File: src/rtl/neuron_acc.sv
`default_nettype none
// ============================================================================
// Module   : neuron_acc
// Purpose  : Sequences N_IN multiply terms through the mulfp start/ack/done
//            handshake, accumulates them onto a bias, then rescales,
//            saturates and optionally rectifies the sum to the output format.
// Options  : NEURON_ACC_RELU_EN -- when defined, negative results become 0.
// Revision : 1.0 - initial release
// ============================================================================
module neuron_acc #(
  parameter int N_IN   = 16,
  parameter int PWIDTH = 16,
  parameter int PFR    = 5,
  parameter int ACCW   = 24,
  parameter int OWIDTH = 8,
  parameter int OFR    = 4,
  parameter int IDXW   = (N_IN > 1) ? $clog2(N_IN) : 1
) (
  input  logic              clk,
  input  logic              rst,
  input  logic              in_valid,
  output logic              in_ready,
  input  logic [PWIDTH-1:0] bias,
  output logic [IDXW-1:0]   idx,
  output logic              mul_start,
  input  logic              mul_ack,
  input  logic              mul_done,
  input  logic [PWIDTH-1:0] mul_p,
  output logic [OWIDTH-1:0] y,
  output logic              y_valid,
  input  logic              y_ready
);

  localparam logic [2:0] S_IDLE  = 3'd0;
  localparam logic [2:0] S_ISSUE = 3'd1;
  localparam logic [2:0] S_WAIT  = 3'd2;
  localparam logic [2:0] S_SCALE = 3'd3;
  localparam logic [2:0] S_OUT   = 3'd4;

  // Rescale from Q(PFR) to Q(OFR) is a plain arithmetic right shift (floor).
  localparam int unsigned SH = PFR - OFR;
  localparam logic signed [ACCW-1:0] SAT_MAX = ACCW'((2 ** (OWIDTH - 1)) - 1);
  localparam logic signed [ACCW-1:0] SAT_MIN = ~SAT_MAX;
  localparam logic [IDXW-1:0]        IDX_LAST = IDXW'(N_IN - 1);

  logic [2:0]               state_q, state_d;
  logic signed [ACCW-1:0]   acc_q, acc_d;
  logic [IDXW-1:0]          idx_q, idx_d;
  logic [OWIDTH-1:0]        y_q, y_d;
  logic                     in_ready_q;
  logic                     mul_start_q;
  logic                     y_valid_q;

  logic signed [ACCW-1:0]   w_bias_ext;
  logic signed [ACCW-1:0]   w_p_ext;
  logic signed [ACCW-1:0]   w_acc_sum;
  logic signed [ACCW-1:0]   w_t;
  logic [OWIDTH-1:0]        w_sat;
  logic [OWIDTH-1:0]        w_act;

  assign w_bias_ext = {{(ACCW-PWIDTH){bias[PWIDTH-1]}}, bias};
  assign w_p_ext    = {{(ACCW-PWIDTH){mul_p[PWIDTH-1]}}, mul_p};
  assign w_acc_sum  = acc_q + w_p_ext;
  assign w_t        = acc_q >>> SH;

  // Saturate the rescaled sum, then apply the optional rectifier.
  always_comb begin
    if (w_t > SAT_MAX) begin
      w_sat = {1'b0, {(OWIDTH-1){1'b1}}};
    end else if (w_t < SAT_MIN) begin
      w_sat = {1'b1, {(OWIDTH-1){1'b0}}};
    end else begin
      w_sat = w_t[OWIDTH-1:0];
    end
`ifdef NEURON_ACC_RELU_EN
    w_act = w_sat[OWIDTH-1] ? '0 : w_sat;
`else
    w_act = w_sat;
`endif
  end

  // Next-state logic: handshake sequencing and accumulation.
  always_comb begin
    state_d = state_q;
    acc_d   = acc_q;
    idx_d   = idx_q;
    y_d     = y_q;
    case (state_q)
      S_IDLE: begin
        if (in_valid) begin
          acc_d   = w_bias_ext;
          idx_d   = '0;
          state_d = S_ISSUE;
        end
      end
      S_ISSUE: begin
        if (mul_ack) begin
          // A done coinciding with ack completes the term without visiting WAIT.
          if (mul_done) begin
            acc_d = w_acc_sum;
            if (idx_q == IDX_LAST) begin
              state_d = S_SCALE;
            end else begin
              idx_d   = idx_q + IDXW'(1);
              state_d = S_ISSUE;
            end
          end else begin
            state_d = S_WAIT;
          end
        end
      end
      S_WAIT: begin
        if (mul_done) begin
          acc_d = w_acc_sum;
          if (idx_q == IDX_LAST) begin
            state_d = S_SCALE;
          end else begin
            idx_d   = idx_q + IDXW'(1);
            state_d = S_ISSUE;
          end
        end
      end
      S_SCALE: begin
        y_d     = w_act;
        state_d = S_OUT;
      end
      S_OUT: begin
        if (y_ready) begin
          state_d = S_IDLE;
        end
      end
      default: state_d = S_IDLE;
    endcase
  end

  // State and output registers; outputs are decoded from the next state so
  // every output is a flop with no input-to-output combinational path.
  always_ff @(posedge clk) begin
    if (!rst) begin
      state_q     <= S_IDLE;
      acc_q       <= '0;
      idx_q       <= '0;
      y_q         <= '0;
      in_ready_q  <= 1'b1;
      mul_start_q <= 1'b0;
      y_valid_q   <= 1'b0;
    end else begin
      state_q     <= state_d;
      acc_q       <= acc_d;
      idx_q       <= idx_d;
      y_q         <= y_d;
      in_ready_q  <= (state_d == S_IDLE);
      mul_start_q <= (state_d == S_ISSUE);
      y_valid_q   <= (state_d == S_OUT);
    end
  end

  assign in_ready  = in_ready_q;
  assign idx       = idx_q;
  assign mul_start = mul_start_q;
  assign y         = y_q;
  assign y_valid   = y_valid_q;

endmodule
`default_nettype wire

File: config.mk
export PLATFORM = sky130hd
export DESIGN_NAME = neuron_acc
export DESIGN_NICKNAME = d
export VERILOG_FILES = /design/src/rtl/neuron_acc.sv
export SDC_FILE = /design/constraint.sdc
export NUM_CORES = 1
export LEC_CHECK = 0
export ABC_AREA = 1
export CAP_MARGIN = 10
export CORE_UTILIZATION = 40
export DETAILED_ROUTE_END_ITERATION = 8
export PLACE_DENSITY = 0.61
export SLEW_MARGIN = 15
export SYNTH_ARGS = -nofsm -noshare
export SYNTH_HDL_FRONTEND = slang
export SYNTH_SLANG_ARGS = --single-unit
File: constraint.sdc
create_clock -name clk -period 2.35 [get_ports clk]
set_input_delay 0.47 -clock clk [delete_from_list [all_inputs] [get_ports clk]]
set_output_delay 0.47 -clock clk [all_outputs]
set_load 0.05 [all_outputs]
Yosys cells after proc, flatten, opt, wreduce, memory -nomap -nowiden
Cells that the tools add are included.
{"block": "word_totals", "input_bits": 38, "out_inout_bits": 15, "word_cells": 42, "ff_bits": 42}
{"block": "op_classes", "n_lt_le_gt_ge": 2, "addsub": 2, "reduce_logical": 4, "mux": 18, "eq_ne": 9}
{"operator": "$mux 24", "count": 3}
{"operator": "$pmux 24 s3", "count": 1}
{"operator": "$add 24x16->24", "count": 1}
{"operator": "$gt 23x8->1 const B", "count": 1}
{"operator": "$lt 23x8->1 const B", "count": 1}
{"operator": "$mux 4", "count": 4}
{"operator": "$mux 8", "count": 2}
{"operator": "$mux 3", "count": 5}
{"operator": "$pmux 3 s5", "count": 1}
{"operator": "$pmux 4 s3", "count": 1}
{"operator": "$eq 3x1->1 const B", "count": 2}
{"operator": "$eq 3x2->1 const B", "count": 2}
{"operator": "$eq 3x3->1 const B", "count": 2}
{"operator": "$logic_not 3->1", "count": 2}
{"operator": "$add 4x1->4 const B", "count": 1}
{"operator": "$eq 4x4->1 const B", "count": 1}
{"operator": "$ne 2x2->1 const B", "count": 2}
{"operator": "$reduce_and 3->1", "count": 1}
{"operator": "$reduce_bool 3->1", "count": 1}
{"operator": "$mux 2", "count": 1}

Logic depth before layout (Yosys ltp)
{"block": "depth", "word_depth": 6, "ltp_mapped": 13, "depth_no_buf": 13}

Least setup slack after synthesis
No wires, ideal clock.
{"block": "synth_path", "path_type": "input -> register", "start": "input mul_p[0]", "end": "register acc_q[16]", "path_slack_ns": 0.473, "arrival_ns": 1.754, "path_buffers": 0, "setup_time_ns": 0.124, "required_ns": 2.226, "cell_stages": 13, "cell_sequence": "ha_1 -> inv_1 -> fa_1 -> inv_1 -> nand3_1 -> nand3_1 -> nand2_1 -> nand2_1 -> nand2_1 -> nand2_1 -> nand2_1 -> nand3_1 -> a21oi_1"}
{"block": "synth_via", "elab_chain_cells": 4}
{"element": "from (decl)", "line": "28", "text": "input logic [PWIDTH-1:0] mul_p,"}
{"element": "$add 24x16->24 (*)", "line": "63", "text": "assign w_acc_sum = acc_q + w_p_ext;"}
{"element": "$mux 24 (*)", "line": "99, 113"}
{"element": "$mux 24", "line": "97", "text": "if (mul_ack) begin"}
{"element": "$pmux 24 s3 (*)", "line": "88", "text": "case (state_q)"}
{"element": "to (signal assigned)", "line": "141", "text": "acc_q <= '0;"}
{"element": "to (signal assigned)", "line": "149", "text": "acc_q <= acc_d;"}
{"element": "to (decl)", "line": "47", "text": "logic signed [ACCW-1:0] acc_q, acc_d;"}
Mark *: on every way between the ends. The rest lies on a longest branch, timed or not. The select of a mux whose other input is x is not followed.
A chain may end at the register's enable or synchronous reset.

Worst setup path in the final report
Same ends and word-level chain as after synthesis.

==> results.py <==
metrics = {
    "logic_synthesis": {
        "synth_flop_cell": "sky130_fd_sc_hd__dfxtp_1",
        "ys.warnings.count": 0,
        "synth.ff_latch_count": 42,
        "mappedNetlistNets": 649,
        "synth_sequential_area_ratio_pct": 24.22,
        "synthesis.instances": 586,
        "synthesis.area_um2": 3471,
        "synth_edf_count": 0,
        "synth_cell_types": 36,
        "mean_post_synth_cell_area_um2": 5.923,
        "ys_async_sr_fraction_pct": 0,
    },
    "worst_hold_path": {
        "timing.hold.worst.class": "reg2reg",
        "hold_path_depth": 2,
        "timing.hold.worst.start": "y[7]",
        "timing.hold.worst_endpoint": "y[7]",
    },
    "worst_setup_path": {
        "critical_r2r_launch": "acc_q[6]",
        "worstSetupStartpointType": "input pin",
        "worst_r2r_path_depth": 11,
        "critPathArrivalTime_ps": 2410,
        "critical_path.max_fanout": 3,
        "cp.depth": 13,
        "cpPeakStageDelay_ps": 480,
        "timing.setup.critical_path_class": "in2reg",
        "r2r_slack_ps": 380,
        "crit_required_ps": 2590,
        "timing.rr.end": "acc_q[23]",
        "timing.critical_path.max_delay_family": "buffers and inverters",
        "crit_path_top_delay_cell": "sky130_fd_sc_hd__clkdlybuf4s50_1",
        "path_cells": "clkdlybuf4s50_1 -> ha_1 -> inv_1 -> fa_1 -> inv_1 -> nand3_1 -> nand3_1 -> nand2_1 -> nand2_1 -> nand2_1 -> nand3b_1 -> nand3_1 -> a21oi_1",
        "critPathCaptureType": "register",
        "critical_path.n_buffers_inverters": 3,
    },
    "grt": {
        "first_pass_grt_wire_length_mm": 17.10,
        "grt_start_max_net_pins": 30,
        "grt_pass1_vias": 3665,
        "grt_antenna_before_repair": 0,
        "globalRouteOverflowTotal": 0,
        "global_route.usage.total_pct": 24.68,
    },
    "detailed_routing": {
        "detail_route.vias_per_cell": 5.080,
        "post-route-drc-count": 0,
        "initialDrtViolationCount": 194,
        "drt_first_pass_iters": 5,
        "routedWlPerCell_um": 13.90,
        "detail_route.wirelength_mm": 10.83,
        "route.antenna.remaining_nets": 0,
        "detailroute.via_count": 3957,
    },
    "placement": {
        "placedInstanceArea_um2": 4353,
        "placer_congestion": 0.9035,
        "post-dp-hpwl_mm": 8.729,
        "port-buffer-count": 52,
        "dpl_worst_slack_ps": -140.2,
    },
    "final_layout": {
        "design_area_um2": 4496,
        "layout.nets": 736,
        "diodes": 0,
        "drive_above_1_share_pct": 9.050,
        "area.growth.synth_to_final_pct": 29.52,
    },
    "clocking": {
        "cts_root_buf": "sky130_fd_sc_hd__clkbuf_8",
        "worst_path_clk_slew_ps": 90,
        "tritoncts.num_buffers": 5,
        "clock_latency_ps": 300,
        "post_cts.repair.setup_buffers": 0,
        "cts_htree_levels": 2,
        "tritoncts_clock_tree": "done",
        "clk_path_buf_depth": 2,
        "tritoncts_num_sinks": 42,
    },
    "timing": {
        "slew-limit-headroom_pct": 59.25,
        "finalSetupViolations": 0,
        "final_critical_path_required_period_ps": 2175,
        "period_share_pct": 92.55,
        "highest_attainable_clock_frequency_mhz": 459.8,
        "totalNegativeSetupSlack_ps": 0,
        "report.final.slew_viol_count": 0,
        "final.setup_skew_ps": 4.215,
        "rsz0062_at_grt": "false",
        "max_slew.worst_pin.slew_ps": 609.0,
        "setup_ws_ps": 175.2,
        "hold_viol_final": 0,
    },
    "floorplanning": {
        "die-width_um": 95.15,
        "io_pins": 53,
        "floorplan.initialDensity_pct": 41.82,
        "std_cell_rows": 33,
        "core_area_um2": 8299,
        "die_area_um2": 9054,
        "fp.dieH_um": 95.15,
    },
    "power": {
        "ir_drop_uv": 336.4,
        "p_leak_nw": 2.252,
        "powerDensity_nw_per_um2": 619.6,
    },
    "run": {
        "max_cap_viol_count": 0,
    },
    "outcome": {
        "outcome": "finished clean",
    },
}
[area by class of cell]
type	count	area (µm²)
multi-input combinational	445	2250
sequential	42	840.8
inverter	90	337.8
tap	105	131.4
timing repair buffer	89	798.3
clock buffer	5	68.82
clock inverter	3	68.82
fill	866	3804
[cells in the mapped netlist (2+ instances only)]
cell type / n / area share, %
sky130_fd_sc_hd__a21oi_1: 59 / 8.5
sky130_fd_sc_hd__nor3_1: 6 / 0.87
sky130_fd_sc_hd__or2_2: 3 / 0.54
sky130_fd_sc_hd__inv_1: 87 / 9.4
sky130_fd_sc_hd__clkbuf_1: 4 / 0.43
sky130_fd_sc_hd__xor2_1: 4 / 1.0
sky130_fd_sc_hd__nand2_1: 199 / 22
sky130_fd_sc_hd__nand3_1: 37 / 5.3
sky130_fd_sc_hd__a31o_2: 2 / 0.50
sky130_fd_sc_hd__buf_2: 2 / 0.29
sky130_fd_sc_hd__o21ai_0: 32 / 4.6
sky130_fd_sc_hd__inv_2: 3 / 0.32
sky130_fd_sc_hd__nand4_1: 10 / 1.8
sky130_fd_sc_hd__dfxtp_1: 42 / 24
sky130_fd_sc_hd__nand3b_1: 7 / 1.5
sky130_fd_sc_hd__xnor2_1: 3 / 0.76
sky130_fd_sc_hd__nor2_1: 41 / 4.4
sky130_fd_sc_hd__ha_1: 24 / 8.7
sky130_fd_sc_hd__a31oi_1: 3 / 0.54
sky130_fd_sc_hd__o211ai_1: 2 / 0.43
[cell families (layout without fill, tap and decap cells)]
logic type                 after synthesis  count (layout)  synth area share, %
buffers and inverters                   99             187                11.10
AOI/OAI and AO/OA                      102             102                15.79
xor gates and xnor gates                 7               7                1.766
adders and majority gates               25              25                9.229
and+or+nand+nor                        311             311                37.89
DFF                                     42              42                24.23
[worst register-to-register path: cells and delay by family (launching register included)]
kind,cells,cell delay (ps)
AO/OA/AOI/OAI,1,80
adder cells (fa/ha/maj),1,370
buffers and inverters,1,150
flip-flops,1,360
AND/OR/NAND/NOR,8,900
[metal layers]
metal  wire (µm)  GRT usage (%)
met1        5036          31.69
met5           0              0
met3         398          3.110
met4         215          6.439
met2        5175          43.21
[worst max-delay path by stage]
| stage | startpoint | endpoint | slack, ps |
|---|---|---|---|
| floorplan | mul_p[0] | acc_q[16] | 470 |
| global placement | mul_p[3] | acc_q[23] | -90 |
| detailed placement | mul_p[0] | acc_q[16] | -140 |
| CTS | mul_p[0] | acc_q[14] | 180 |
| global route | mul_p[0] | acc_q[16] | 20 |
| finish | mul_p[0] | acc_q[16] | 180 |
[registers in the layout, indices dropped and copies added (netlist names)]
name       count
in_ready       1
mul_start      1
y              8
idx            4
state_q        3
acc_q         24
y_valid        1
[stage by stage]
step	utilization (%)	cells	hold slack [ps]	power, mW
2_1_floorplan	-	586	457.1	1.618
3_3_place_gp	52.45	771	449.1	2.061
3_5_place_dp	52.45	771	464.0	2.074
4_1_cts	54.11	779	477.1	2.792
5_1_grt	54.17	779	502.4	2.971
6_report	54.17	779	478.4	2.785
[where the power goes]
| part | internal (mW) | switching [mW] | total (mW) |
|---|---|---|---|
| clock network | 0.426 | 0.286 | 0.713 |
| logic | 0.502 | 0.705 | 1.21 |
| registers | 0.782 | 0.0833 | 0.865 |
[placed cells by master, fill, tap and decap left out, drive strengths merged]
cell,count
nor3,7
o21ai,33
fa,1
xnor2,3
clkinv,1
nand2,201
o31ai,1
inv,90
dfxtp,42
a31oi,3
nand3b,7
a21oi,61
nor3b,1
clkbuf,5
xor2,4
nand4,10
nor4,1
clkdlybuf4s50,52
nor2,42
and2,1
ha,24
a31o,2
buf,37
nand3,37
o211ai,2
bufinv,2
or2,4
[repair_timing]
| item | CTS | global route |
|---|---|---|
| hold buffers | 0 | 0 |
| gates resized for setup | 0 | 1 |
| endpoints found under the setup margin | 0 | 1 |
No activity file was read; power rests on OpenSTA's default activity.
